<file path="src/rtl/pipe_pkg.sv">
// Shared pipeline definitions: skid-register state encoding and payload widths.
package pipe_pkg;

   // Occupancy state of a pipe_skid_reg instance.
   typedef enum logic [1:0] {
      EMPTY = 2'd0,
      ONE   = 2'd1,
      FULL  = 2'd2
   } skid_state_e;

   // NOP encoding used as the bubble in instruction-carrying stages.
   localparam logic [31:0] NOP_INSTR = 32'h0000_0000;

   // Payload widths for the {PC, Instr} fetch/decode payload.
   localparam int PC_W    = 32;
   localparam int INSTR_W = 32;
   localparam int FD_W    = PC_W + INSTR_W;

   // Number of entries held in a given state.
   function automatic logic [1:0] occupancy_of(input skid_state_e st);
      logic [1:0] occ;
      occ = 2'd0;
      case (st)
         EMPTY:   occ = 2'd0;
         ONE:     occ = 2'd1;
         FULL:    occ = 2'd2;
         default: occ = 2'd0;
      endcase
      return occ;
   endfunction

endpackage : pipe_pkg

</file>
<file path="src/rtl/pipe_skid_reg.sv">
// Inter-stage pipeline register with a 2-entry skid buffer.
// up_ready depends only on registered state, so there is no combinational
// path from dn_ready back to up_ready. All outputs come straight from flops.
module pipe_skid_reg
   import pipe_pkg::*;
#(
   parameter int                 DATA_W = 64,
   parameter logic [DATA_W-1:0]  BUBBLE = {DATA_W{1'b0}},
   parameter int                 CNT_W  = 16
) (
   input  logic              clk,
   input  logic              reset,
   input  logic              flush,
   input  logic              up_valid,
   output logic              up_ready,
   input  logic [DATA_W-1:0] up_data,
   output logic              dn_valid,
   input  logic              dn_ready,
   output logic [DATA_W-1:0] dn_data,
   output logic [1:0]        occupancy,
   output logic [CNT_W-1:0]  stall_cnt
);

   skid_state_e       state_reg, state_next;
   logic [DATA_W-1:0] main_reg, main_next;
   logic [DATA_W-1:0] skid_reg, skid_next;
   logic              up_ready_reg;
   logic              dn_valid_reg;
   logic [1:0]        occupancy_reg;
   logic [CNT_W-1:0]  stall_cnt_reg;

   logic up_fire;

   assign up_fire = up_valid & up_ready_reg;

   // Next-state and datapath decode; flush has priority over any transfer.
   // The head register is reloaded with BUBBLE whenever the buffer empties,
   // so dn_data can be driven directly from the head flop.
   always_comb begin
      state_next = state_reg;
      main_next  = main_reg;
      skid_next  = skid_reg;
      if (flush) begin
         state_next = EMPTY;
         main_next  = BUBBLE;
         skid_next  = BUBBLE;
      end else begin
         case (state_reg)
            EMPTY: begin
               if (up_fire) begin
                  state_next = ONE;
                  main_next  = up_data;
               end
            end
            ONE: begin
               if (up_fire && dn_ready) begin
                  main_next = up_data;
               end else if (up_fire) begin
                  state_next = FULL;
                  skid_next  = up_data;
               end else if (dn_ready) begin
                  state_next = EMPTY;
                  main_next  = BUBBLE;
               end
            end
            FULL: begin
               if (dn_ready) begin
                  state_next = ONE;
                  main_next  = skid_reg;
                  skid_next  = BUBBLE;
               end
            end
            default: begin
               state_next = EMPTY;
               main_next  = BUBBLE;
               skid_next  = BUBBLE;
            end
         endcase
      end
   end

   // State, payload registers and handshake outputs registered from next state.
   always_ff @(posedge clk or negedge reset) begin
      if (!reset) begin
         state_reg     <= EMPTY;
         main_reg      <= BUBBLE;
         skid_reg      <= BUBBLE;
         up_ready_reg  <= 1'b1;
         dn_valid_reg  <= 1'b0;
         occupancy_reg <= 2'd0;
      end else begin
         state_reg     <= state_next;
         main_reg      <= main_next;
         skid_reg      <= skid_next;
         up_ready_reg  <= (state_next != FULL);
         dn_valid_reg  <= (state_next != EMPTY);
         occupancy_reg <= occupancy_of(state_next);
      end
   end

   // Saturating count of cycles where downstream holds off a valid head;
   // flush leaves it alone so stall history survives pipeline redirects.
   always_ff @(posedge clk or negedge reset) begin
      if (!reset) begin
         stall_cnt_reg <= '0;
      end else if (dn_valid_reg && !dn_ready && (stall_cnt_reg != {CNT_W{1'b1}})) begin
         stall_cnt_reg <= stall_cnt_reg + 1'b1;
      end
   end

   assign up_ready  = up_ready_reg;
   assign dn_valid  = dn_valid_reg;
   assign dn_data   = main_reg;
   assign occupancy = occupancy_reg;
   assign stall_cnt = stall_cnt_reg;

endmodule : pipe_skid_reg

</file>
<file path="config.mk">
export PLATFORM = sky130hd
export DESIGN_NAME = pipe_skid_reg
export DESIGN_NICKNAME = d
export VERILOG_FILES = /design/src/rtl/pipe_pkg.sv /design/src/rtl/pipe_skid_reg.sv
export SDC_FILE = /design/constraint.sdc
export NUM_CORES = 1
export LEC_CHECK = 0
export ABC_CLOCK_PERIOD_IN_PS = 2000
export CORE_MARGIN = 1.5
export CORE_UTILIZATION = 45
export CTS_CLUSTER_DIAMETER = 120
export DETAILED_ROUTE_END_ITERATION = 8
export PLACE_DENSITY_LB_ADDON = 0.12
export REMOVE_ABC_BUFFERS = 1
export SYNTH_ARGS = -nofsm -noshare
export SYNTH_HDL_FRONTEND = slang
export SYNTH_SLANG_ARGS = --single-unit
</file>
<file path="constraint.sdc">
create_clock -name clk -period 2 [get_ports clk]
set_input_delay 0.4 -clock clk [delete_from_list [all_inputs] [get_ports clk]]
set_output_delay 0.4 -clock clk [all_outputs]
set_load 0.005 [all_outputs]
</file>
==> impl_metrics.env, run 1 <==
export IMPL_slowest_stage="dfstp_2"
export IMPL_hold_violations=0
export IMPL_synthesis_instances=684
export IMPL_maxClockFrequency_mhz=527.9
export IMPL_cts_resized=0
export IMPL_drt_first_iter_violations=283
export IMPL_powerDensity_nw_per_um2=836.3
export IMPL_numCtsBuffers=17
export IMPL_path_cells="clkdlybuf4s50_1"
export IMPL_final_setup_skew_ns=0.006362
export IMPL_synth_distinct_cells=40
export IMPL_whs_ns=0.4469
export IMPL_netlist_area_um2=7214
export IMPL_cts_sinks=150
export IMPL_io_buffers=152
export IMPL_grt_antenna_before_repair=0
export IMPL_cp_slowest_stage_delay_ns=0.57
export IMPL_fp_coreArea_um2=15770
export IMPL_root_buffer="clkbuf_16"
export IMPL_setup_viol=0
export IMPL_crit_buf_inv=1
export IMPL_finalWorstSetupSlack_ns=0.1055
export IMPL_arrival_ns=1.49
export IMPL_h_tree_depth=4
export IMPL_min_path_type="primary input to async pin"
export IMPL_grt_max_degree=57
export IMPL_endpoint_kind="output port"
export IMPL_slew_headroom_pct=73.40
export IMPL_die_area_um2=16800
export IMPL_ys_seq_area_share_pct=52.05
export IMPL_synth_edf_count=0
export IMPL_path_max_fanout=4
export IMPL_post_route_period_util_pct=94.72
export IMPL_grt_overflow_total=0
export IMPL_num_vias=5662
export IMPL_hpwl_um=11890
export IMPL_dp_slack_ns=-0.1322
export IMPL_start_kind="flop"
export IMPL_vdd_drop_max_uv=658.3
export IMPL_finalWirelength_um=17670
export IMPL_fin_crit_ns=1.894
export IMPL_synth_seq_cells=150
export IMPL_synth_warnings=0
export IMPL_outcome="finished, final reports clean"
export IMPL_wl_per_cell_um=16.50
export IMPL_grt_pass1_vias=5777
export IMPL_drt_pass1_iter_count=4
export IMPL_dp_cells=1038
export IMPL_die_w_um=129.6
export IMPL_drc=0
export IMPL_antenna_left=0
export IMPL_syn_avg_cell_area_um2=10.55
export IMPL_finalMaxSlewViolations=0
export IMPL_worst_pin_slew_ns=0.3991
export IMPL_syn2layout_area_growth_pct=36.77
export IMPL_cp_required_ns=1.60
export IMPL_cap_violations=0
export IMPL_path_clk_slew_ns=0.06
export IMPL_start_util_pct=45.75
export IMPL_totalPowerFinal_mw=8.252
export IMPL_final_cells=1071
export IMPL_p_leak_nw=4.246
export IMPL_n_antenna_cell=0
export IMPL_num_fill_cells=1310
export IMPL_die_h_um=129.6
export IMPL_synthArstFlopShare_pct=100.0
export IMPL_cts_tree="built"
export IMPL_final_nets=912
export IMPL_gp_congestion=0.8442
export IMPL_fin_tns_setup_ns=0
export IMPL_multiInputGateArea_um2=2979
export IMPL_vias_per_cell=5.287
export IMPL_grt_total_usage_pct=22.33
export IMPL_layout_drive_gt1_share_pct=9.591
export IMPL_clk_latency_ns=0.42
export IMPL_cts_max_path_buffers=2
export IMPL_critPathKind="flop to output port"
export IMPL_ioPinCount=153
export IMPL_rows=46
export IMPL_grt_pass1_wl_um=28990
export IMPL_cp_top_family="flip-flops"
export IMPL_regArea_um2=3757
export IMPL_synthFlopType="dfrtp_1"
export IMPL_rsz0062_at_grt="no"
## cells in the final DEF, fill, tap and decap left out, types with 2 or more instances in the layout
cell	instances
mux2i_1	104
xor2_1	14
nor4_1	3
nor3b_1	4
bufinv_16	4
clkbuf_1	3
dfrtp_1	147
a21oi_1	41
clkinv_2	4
nand2_1	71
inv_1	67
nor4b_1	2
xnor2_1	2
nand4_1	4
clkbuf_16	17
nand2b_1	4
a22oi_1	24
nor2_1	45
clkbuf_8	3
a21oi_4	2
nor2_4	2
o2bb2ai_1	64
clkdlybuf4s50_1	151
o21ai_0	3
buf_12	15
nand3_1	7
nor3_1	6
buf_4	20
dfrtp_2	2
## cell usage after synthesis (2+ instances only)
master / count / area [um2]
mux2i_1: 104 / 1041
nand2_1: 71 / 266.5
xnor2_1: 2 / 17.52
nor4b_1: 2 / 17.52
nand2b_1: 4 / 25.02
nor4_1: 3 / 18.77
o2bb2ai_1: 64 / 560.5
nor2_1: 46 / 172.7
nor3_1: 6 / 30.03
a22oi_1: 24 / 180.2
buf_6: 6 / 67.56
nor2b_1: 2 / 12.51
nor3b_1: 4 / 30.03
xor2_1: 14 / 122.6
clkbuf_1: 13 / 48.80
nand3_1: 7 / 35.03
nand4_1: 4 / 25.02
dfrtp_1: 149 / 3729
o21ai_0: 3 / 15.01
buf_2: 28 / 140.1
a21oi_1: 43 / 215.2
inv_1: 67 / 251.5
## area by class of cell
class                   instances  share of cell area (%)
flip-flops and latches        150                   38.08
multi-input cells             418                   30.19
repair buffers                188                   20.10
clock buffers                  23                   4.844
well taps                     216                   2.739
inverters                      67                   2.549
clock inverters                 9                   1.496
## where the power goes
group | switching [mW] | total (mW) | leakage, nW | internal [mW]
clock | 1.21 | 3.39 | 0.307 | 2.18
combinational | 0.649 | 1.41 | 1.91 | 0.762
sequential | 0.188 | 3.45 | 2.03 | 3.26
## path summary, 6_finish.rpt
kind                            slack [ns]    startpoint            end  cells after the start
worst max-delay path                  0.11      up_ready       up_ready                      1
worst min-delay path                  0.45         reset    dn_data[54]                      2
worst max register to register        0.22  stall_cnt[1]  stall_cnt[15]                      6
worst min register to register        0.48   dn_data[54]    dn_data[54]                      1
max in group asynchronous             0.83         reset   skid_reg[39]                      3
min in group clk                      0.48   dn_data[54]    dn_data[54]                      1
## cell families after synthesis
| group | share of synthesized area (%) |
|---|---|
| AND/OR/NAND/NOR | 10.02 |
| multiplexers | 14.59 |
| XOR/XNOR | 1.942 |
| AO/OA/AOI/OAI | 14.03 |
| flip-flops | 52.05 |
| buffers and inverters | 7.197 |
| adder cells (fa/ha/maj) | 0.1734 |
## per-layer routing
| layer | global-route usage (%) | part of all wire, % | vias to the layer above |
|---|---|---|---|
| met5 | 0 | 0 | - |
| met1 | 29.07 | 45 | 2797 |
| met3 | 4.872 | 5.0 | 27 |
| li1 | - | - | 2670 |
| met4 | 8.693 | 2.1 | 0 |
| met2 | 36.54 | 48 | 168 |
## through the flow
stage                     utilization (%)  instance area [um2]
final                               62.57                 9867
after global routing                62.57                 9867
after CTS                           62.57                 9867
after detailed placement            58.54                 9231
after global placement              58.54                 9231
after floorplan                         -                 6947
## repair_timing
action	CTS	global route
endpoints found under the hold margin	31	0
hold buffers	1	0
buffers inserted	0	0
Note: power is estimated with default switching activity, not from simulation.
==> run 2, diff against run 1 <==
Settings changed: CORE_UTILIZATION 45 to 51, SLEW_MARGIN set to 5.
==> impl_metrics.env, run 2 (synthesis results as in run 1) <==
export IMPL_final_setup_skew_ns=0.006625
export IMPL_n_antenna_cell=0
export IMPL_reg2reg_slack_ns=0.22
export IMPL_gr_usage_met3_pct=6.320
export IMPL_whs_ns=0.4364
export IMPL_die_w_um=121.9
export IMPL_numCtsBuffers=17
export IMPL_hold_violations=0
export IMPL_start_kind="flop"
export IMPL_slowest_stage="dfstp_2"
export IMPL_drc=0
export IMPL_cts_max_path_buffers=2
export IMPL_cts_sinks=150
export IMPL_finalWirelength_um=17800
export IMPL_drt_first_iter_violations=367
export IMPL_cts_setup_buffers=0
export IMPL_r2r_start="stall_cnt[1]"
export IMPL_wl_per_cell_um=17.36
export IMPL_io_buffers=152
export IMPL_drt_pass1_iter_count=5
export IMPL_grt_antenna_before_repair=0
export IMPL_ioPinCount=153
export IMPL_rr_endpoint="stall_cnt[13]"
export IMPL_grt_busiest_layer="met2"
export IMPL_grt_max_degree=48
export IMPL_rsz0062_at_grt="no"
export IMPL_cp_required_ns=1.60
export IMPL_setup_viol=0
export IMPL_final_cell_mix="clkdlybuf4s50_1, dfrtp_1, mux2i_1"
export IMPL_arrival_ns=1.48
export IMPL_post_route_period_util_pct=93.84
export IMPL_cp_slowest_stage_delay_ns=0.55
export IMPL_fin_tns_setup_ns=0
export IMPL_cap_violations=0
export IMPL_rows=43
export IMPL_totalPowerFinal_mw=8.092
export IMPL_syn2layout_area_growth_pct=34.72
export IMPL_path_clk_slew_ns=0.06
export IMPL_gr_usage_met1_pct=31.27
export IMPL_layout_drive_gt1_share_pct=8.876
export IMPL_start_util_pct=52.18
export IMPL_grt_overflow_total=0
export IMPL_outcome="finished, final reports clean"
export IMPL_die_h_um=121.9
export IMPL_critPathKind="flop to output port"
export IMPL_cp_top_family="flip-flops"
export IMPL_root_buffer="clkbuf_16"
export IMPL_grt_pass1_wl_um=28370
export IMPL_final_nets=902
export IMPL_die_area_um2=14870
export IMPL_final_cell_area_um2=9719
export IMPL_worst_pin_slew_ns=0.4292
export IMPL_reg2reg_depth=6
export IMPL_maxClockFrequency_mhz=532.8
export IMPL_fp_coreArea_um2=13830
export IMPL_p_leak_nw=4.178
export IMPL_min_path_type="primary input to async pin"
export IMPL_vdd_drop_max_uv=489.9
export IMPL_finalWorstSetupSlack_ns=0.1233
export IMPL_cts_tree="built"
export IMPL_num_vias=5667
export IMPL_final_common_cell="clkdlybuf4s50_1"
export IMPL_clk_latency_ns=0.43
export IMPL_hpwl_um=11650
export IMPL_path_max_fanout=4
export IMPL_grt_total_usage_pct=24.78
export IMPL_antenna_left=0
export IMPL_place_area_um2=9111
export IMPL_gp_congestion=0.8061
export IMPL_endpoint_kind="output port"
export IMPL_grt_pass1_vias=5640
export IMPL_cts_resized=0
export IMPL_dp_slack_ns=-0.06234
export IMPL_fin_crit_ns=1.877
export IMPL_vias_per_cell=5.529
export IMPL_path_cells="clkdlybuf4s50_1"
export IMPL_crit_buf_inv=1
export IMPL_powerDensity_nw_per_um2=832.6
export IMPL_h_tree_depth=4
export IMPL_slew_headroom_pct=71.30
export IMPL_finalMaxSlewViolations=0
export IMPL_grt_use_met2_pct=41.12
export IMPL_num_fill_cells=993
export IMPL_cp_startpoint="up_ready"
[run 2: layout make-up]
cell class | instances | area [um2] | share of cell area, %
clock inverter | 14 | 158.9 | 1.635
sequential | 150 | 3757 | 38.66
timing repair buffer | 178 | 1908 | 19.63
clock buffer | 18 | 439.2 | 4.519
multi-input combinational | 418 | 2979 | 30.65
inverter | 67 | 251.5 | 2.588
tap | 180 | 225.2 | 2.317
[run 2: worst max-delay path by stage]
| stage | slack, ns | cells past startpoint | to |
|---|---|---|---|
| floorplan | -4.49 | 3 | skid_reg[0] |
| global placement | -0.02 | 7 | dn_data[38] |
| detailed placement | -0.06 | 7 | dn_data[59] |
| CTS | 0.10 | 1 | up_ready |
| global route | 0.05 | 6 | stall_cnt[13] |
| finish | 0.12 | 1 | up_ready |
[run 2: metal layers]
layer	vias to the layer above	wire length, um	part of all wire (%)
li1	2657	-	-
met1	2825	7717	43
met2	152	8843	50
met3	33	868	4.9
met4	0	366	2.1
met5	-	0	0
[run 2: power by group]
part           internal, mW  switching [mW]
Sequential             3.26           0.198
Clock                  1.98            1.27
Combinational         0.744           0.642
Total                  5.98            2.11
[run 2: metrics by stage]
stage	std cells	util, %
6_report	1025	70.29
5_1_grt	1025	70.29
4_1_cts	1025	70.29
3_5_place_dp	992	65.89
3_3_place_gp	992	65.89
2_1_floorplan	635	-
[run 2: what timing repair did]
| item | in CTS | in global routing |
|---|---|---|
| endpoints found under the setup margin | 0 | 0 |
| hold buffers | 1 | 0 |
| endpoints found under the hold margin | 35 | 0 |
==> run 3, diff against run 2 <==
Settings changed: ABC_AREA set to 1, CORE_UTILIZATION 51 to 52, CTS_CLUSTER_DIAMETER 120 to unset, MAX_ROUTING_LAYER set to met4.
==> impl_metrics.env, run 3 <==
export IMPL_post_route_period_util_pct=93.73
export IMPL_hold_violations=0
export IMPL_ys_seq_area_share_pct=48.12
export IMPL_worst_pin_slew_ns=0.5743
export IMPL_totalPowerFinal_mw=8.443
export IMPL_synth_warnings=0
export IMPL_final_cell_mix="nand2_1, nand3_1, clkdlybuf4s50_1"
export IMPL_slowest_stage="clkdlybuf4s50_1"
export IMPL_reg2reg_depth=9
export IMPL_netlist_area_um2=7802
export IMPL_cap_violations=0
export IMPL_layout_drive_gt1_share_pct=6.058
export IMPL_cp_startpoint="up_ready"
export IMPL_synth_edf_count=0
export IMPL_start_util_pct=53.48
export IMPL_worstHoldStart="skid_reg[12]"
export IMPL_place_area_um2=9589
export IMPL_r2r_start="state_reg[1]"
export IMPL_synth_top_area_share_pct=47.79
export IMPL_rows=44
export IMPL_drt_first_iter_violations=681
export IMPL_endpoint_kind="output port"
export IMPL_grt_total_usage_pct=28.01
export IMPL_syn2layout_area_growth_pct=30.82
export IMPL_hold_depth=2
export IMPL_synth_distinct_cells=21
export IMPL_grt_max_degree=60
export IMPL_final_cell_area_um2=10210
export IMPL_vias_per_cell=5.278
export IMPL_hpwl_um=13180
export IMPL_antenna_left=0
export IMPL_fin_crit_ns=1.875
export IMPL_crit_cells=1
export IMPL_die_area_um2=15750
export IMPL_ioPinCount=153
export IMPL_setup_viol=0
export IMPL_clk_latency_ns=0.42
export IMPL_synth_area_top_cells="dfrtp_1, nand2_1, nand3_1"
export IMPL_path_clk_slew_ns=0.06
export IMPL_root_buffer="clkbuf_16"
export IMPL_wl_per_cell_um=14.46
export IMPL_grt_overflow_total=0
export IMPL_grt_antenna_before_repair=0
export IMPL_synthesis_instances=1127
export IMPL_maxClockFrequency_mhz=533.4
export IMPL_syn_avg_cell_area_um2=6.923
export IMPL_drc=0
export IMPL_finalWirelength_um=21040
export IMPL_path_max_fanout=2
export IMPL_cts_max_path_buffers=2
export IMPL_synth_seq_cells=150
export IMPL_cp_required_ns=1.60
export IMPL_cts_setup_buffers=0
export IMPL_die_h_um=125.5
export IMPL_io_buffers=152
export IMPL_p_leak_nw=5.191
export IMPL_crit_buf_inv=1
export IMPL_n_antenna_cell=0
export IMPL_drt_pass1_iter_count=6
export IMPL_slew_headroom_pct=61.71
export IMPL_path_cells="clkdlybuf4s50_1"
export IMPL_cts_sinks=150
export IMPL_netlist_top_cell_by_area="dfrtp_1"
export IMPL_outcome="finished, final reports clean"
export IMPL_critPathKind="flop to output port"
export IMPL_min_path_type="flop to flop"
export IMPL_num_vias=7679
export IMPL_cp_top_family="buffers and inverters"
export IMPL_synthFlopType="dfrtp_1"
export IMPL_numCtsBuffers=17
export IMPL_synthArstFlopShare_pct=100.0
export IMPL_synth_commonest_cells="nand2_1, nand3_1, dfrtp_1"
export IMPL_fp_coreArea_um2=14590
export IMPL_grt_pass1_wl_um=34930
export IMPL_h_tree_depth=4
export IMPL_final_nets=1329
export IMPL_grt_pass1_vias=7014
export IMPL_powerDensity_nw_per_um2=827.2
export IMPL_cp_slowest_stage_delay_ns=0.53
export IMPL_rsz0062_at_grt="no"
export IMPL_start_kind="flop"
export IMPL_num_fill_cells=1247
export IMPL_finalMaxSlewViolations=0
export IMPL_gp_congestion=0.8344
export IMPL_vdd_drop_max_uv=666.2
export IMPL_arrival_ns=1.47
export IMPL_cts_tree="built"
export IMPL_die_w_um=125.5
export IMPL_yosysMostFrequentCell="nand2_1"
export IMPL_final_common_cell="nand2_1"
export IMPL_final_setup_skew_ns=0.005831
==> run 3: cell types whose count changed in the layout (fill, tap and decap cells not counted), moves of 41 or more <==
cell and change:
nor2_1 +41, a21oi_1 -41, nand3_1 +172, nand2_1 +512, inv_1 -49, mux2i_1 -104
o2bb2ai_1 -64
==> run 3: area by class of cell <==
cell class	instances	area (um2)	share of cell area, %
repair buffers	185	1868	18.30
clock inverters	9	123.9	1.214
inverters	22	82.58	0.8090
well taps	184	230.2	2.255
flip-flops and latches	150	3755	36.79
clock buffers	22	484.2	4.744
multi-input cells	883	3664	35.89
==> run 3: cell families after synthesis <==
| family | synth area share, % |
|---|---|
| XOR/XNOR | 0.8980 |
| AND/OR/NAND/NOR | 44.68 |
| buffers and inverters | 5.308 |
| adder cells (fa/ha/maj) | 0.1603 |
| flip-flops | 48.12 |
| AO/OA/AOI/OAI | 0.8338 |
==> run 3: repair_timing <==
item,CTS,global route
hold endpoints to repair,40,0
gates resized for setup,0,0
hold buffers,1,0
==> run 3: stage by stage <==
| stage | worst slack (ns) | cells | setup TNS, ns | util, % | hold slack [ns] |
|---|---|---|---|---|---|
| finish | 0.1253 | 1455 | 0 | 69.97 | 0.4696 |
| global route | 0.09856 | 1455 | 0 | 69.97 | 0.4892 |
| CTS | 0.1164 | 1455 | 0 | 69.97 | 0.4728 |
| detailed placement | -0.07151 | 1423 | -2.771 | 65.73 | 0.3668 |
| global placement | 0.02636 | 1423 | 0 | 65.73 | 0.3660 |
| floorplan | -3.026 | 1055 | -315.42 | - | 0.1044 |
==> run 3: where the power goes <==
| group | switching, mW | internal [mW] | leakage (nW) | total [mW] |
|---|---|---|---|---|
| combinational | 0.884 | 0.776 | 2.87 | 1.66 |
| clock | 1.22 | 2.08 | 0.306 | 3.30 |
| sequential | 0.185 | 3.30 | 2.02 | 3.49 |
==> run 3: per-layer routing <==
metal | track usage (%) | wire length [um]
met3 | 5.220 | 1376
met5 | - | 0
met1 | 37.08 | 9400
met2 | 44.25 | 9939
met4 | 8.155 | 325
==> run 3: path summary, 6_finish.rpt <==
| check | to | slack [ns] |
|---|---|---|
| worst max-delay path | up_ready | 0.13 |
| worst min-delay path | skid_reg[12] | 0.47 |
| worst max register to register | dn_data[11] | 0.30 |
| worst min register to register | skid_reg[12] | 0.47 |
| max in group asynchronous | dn_data[33] | 0.92 |
| min in group asynchronous | dn_data[16] | 0.48 |
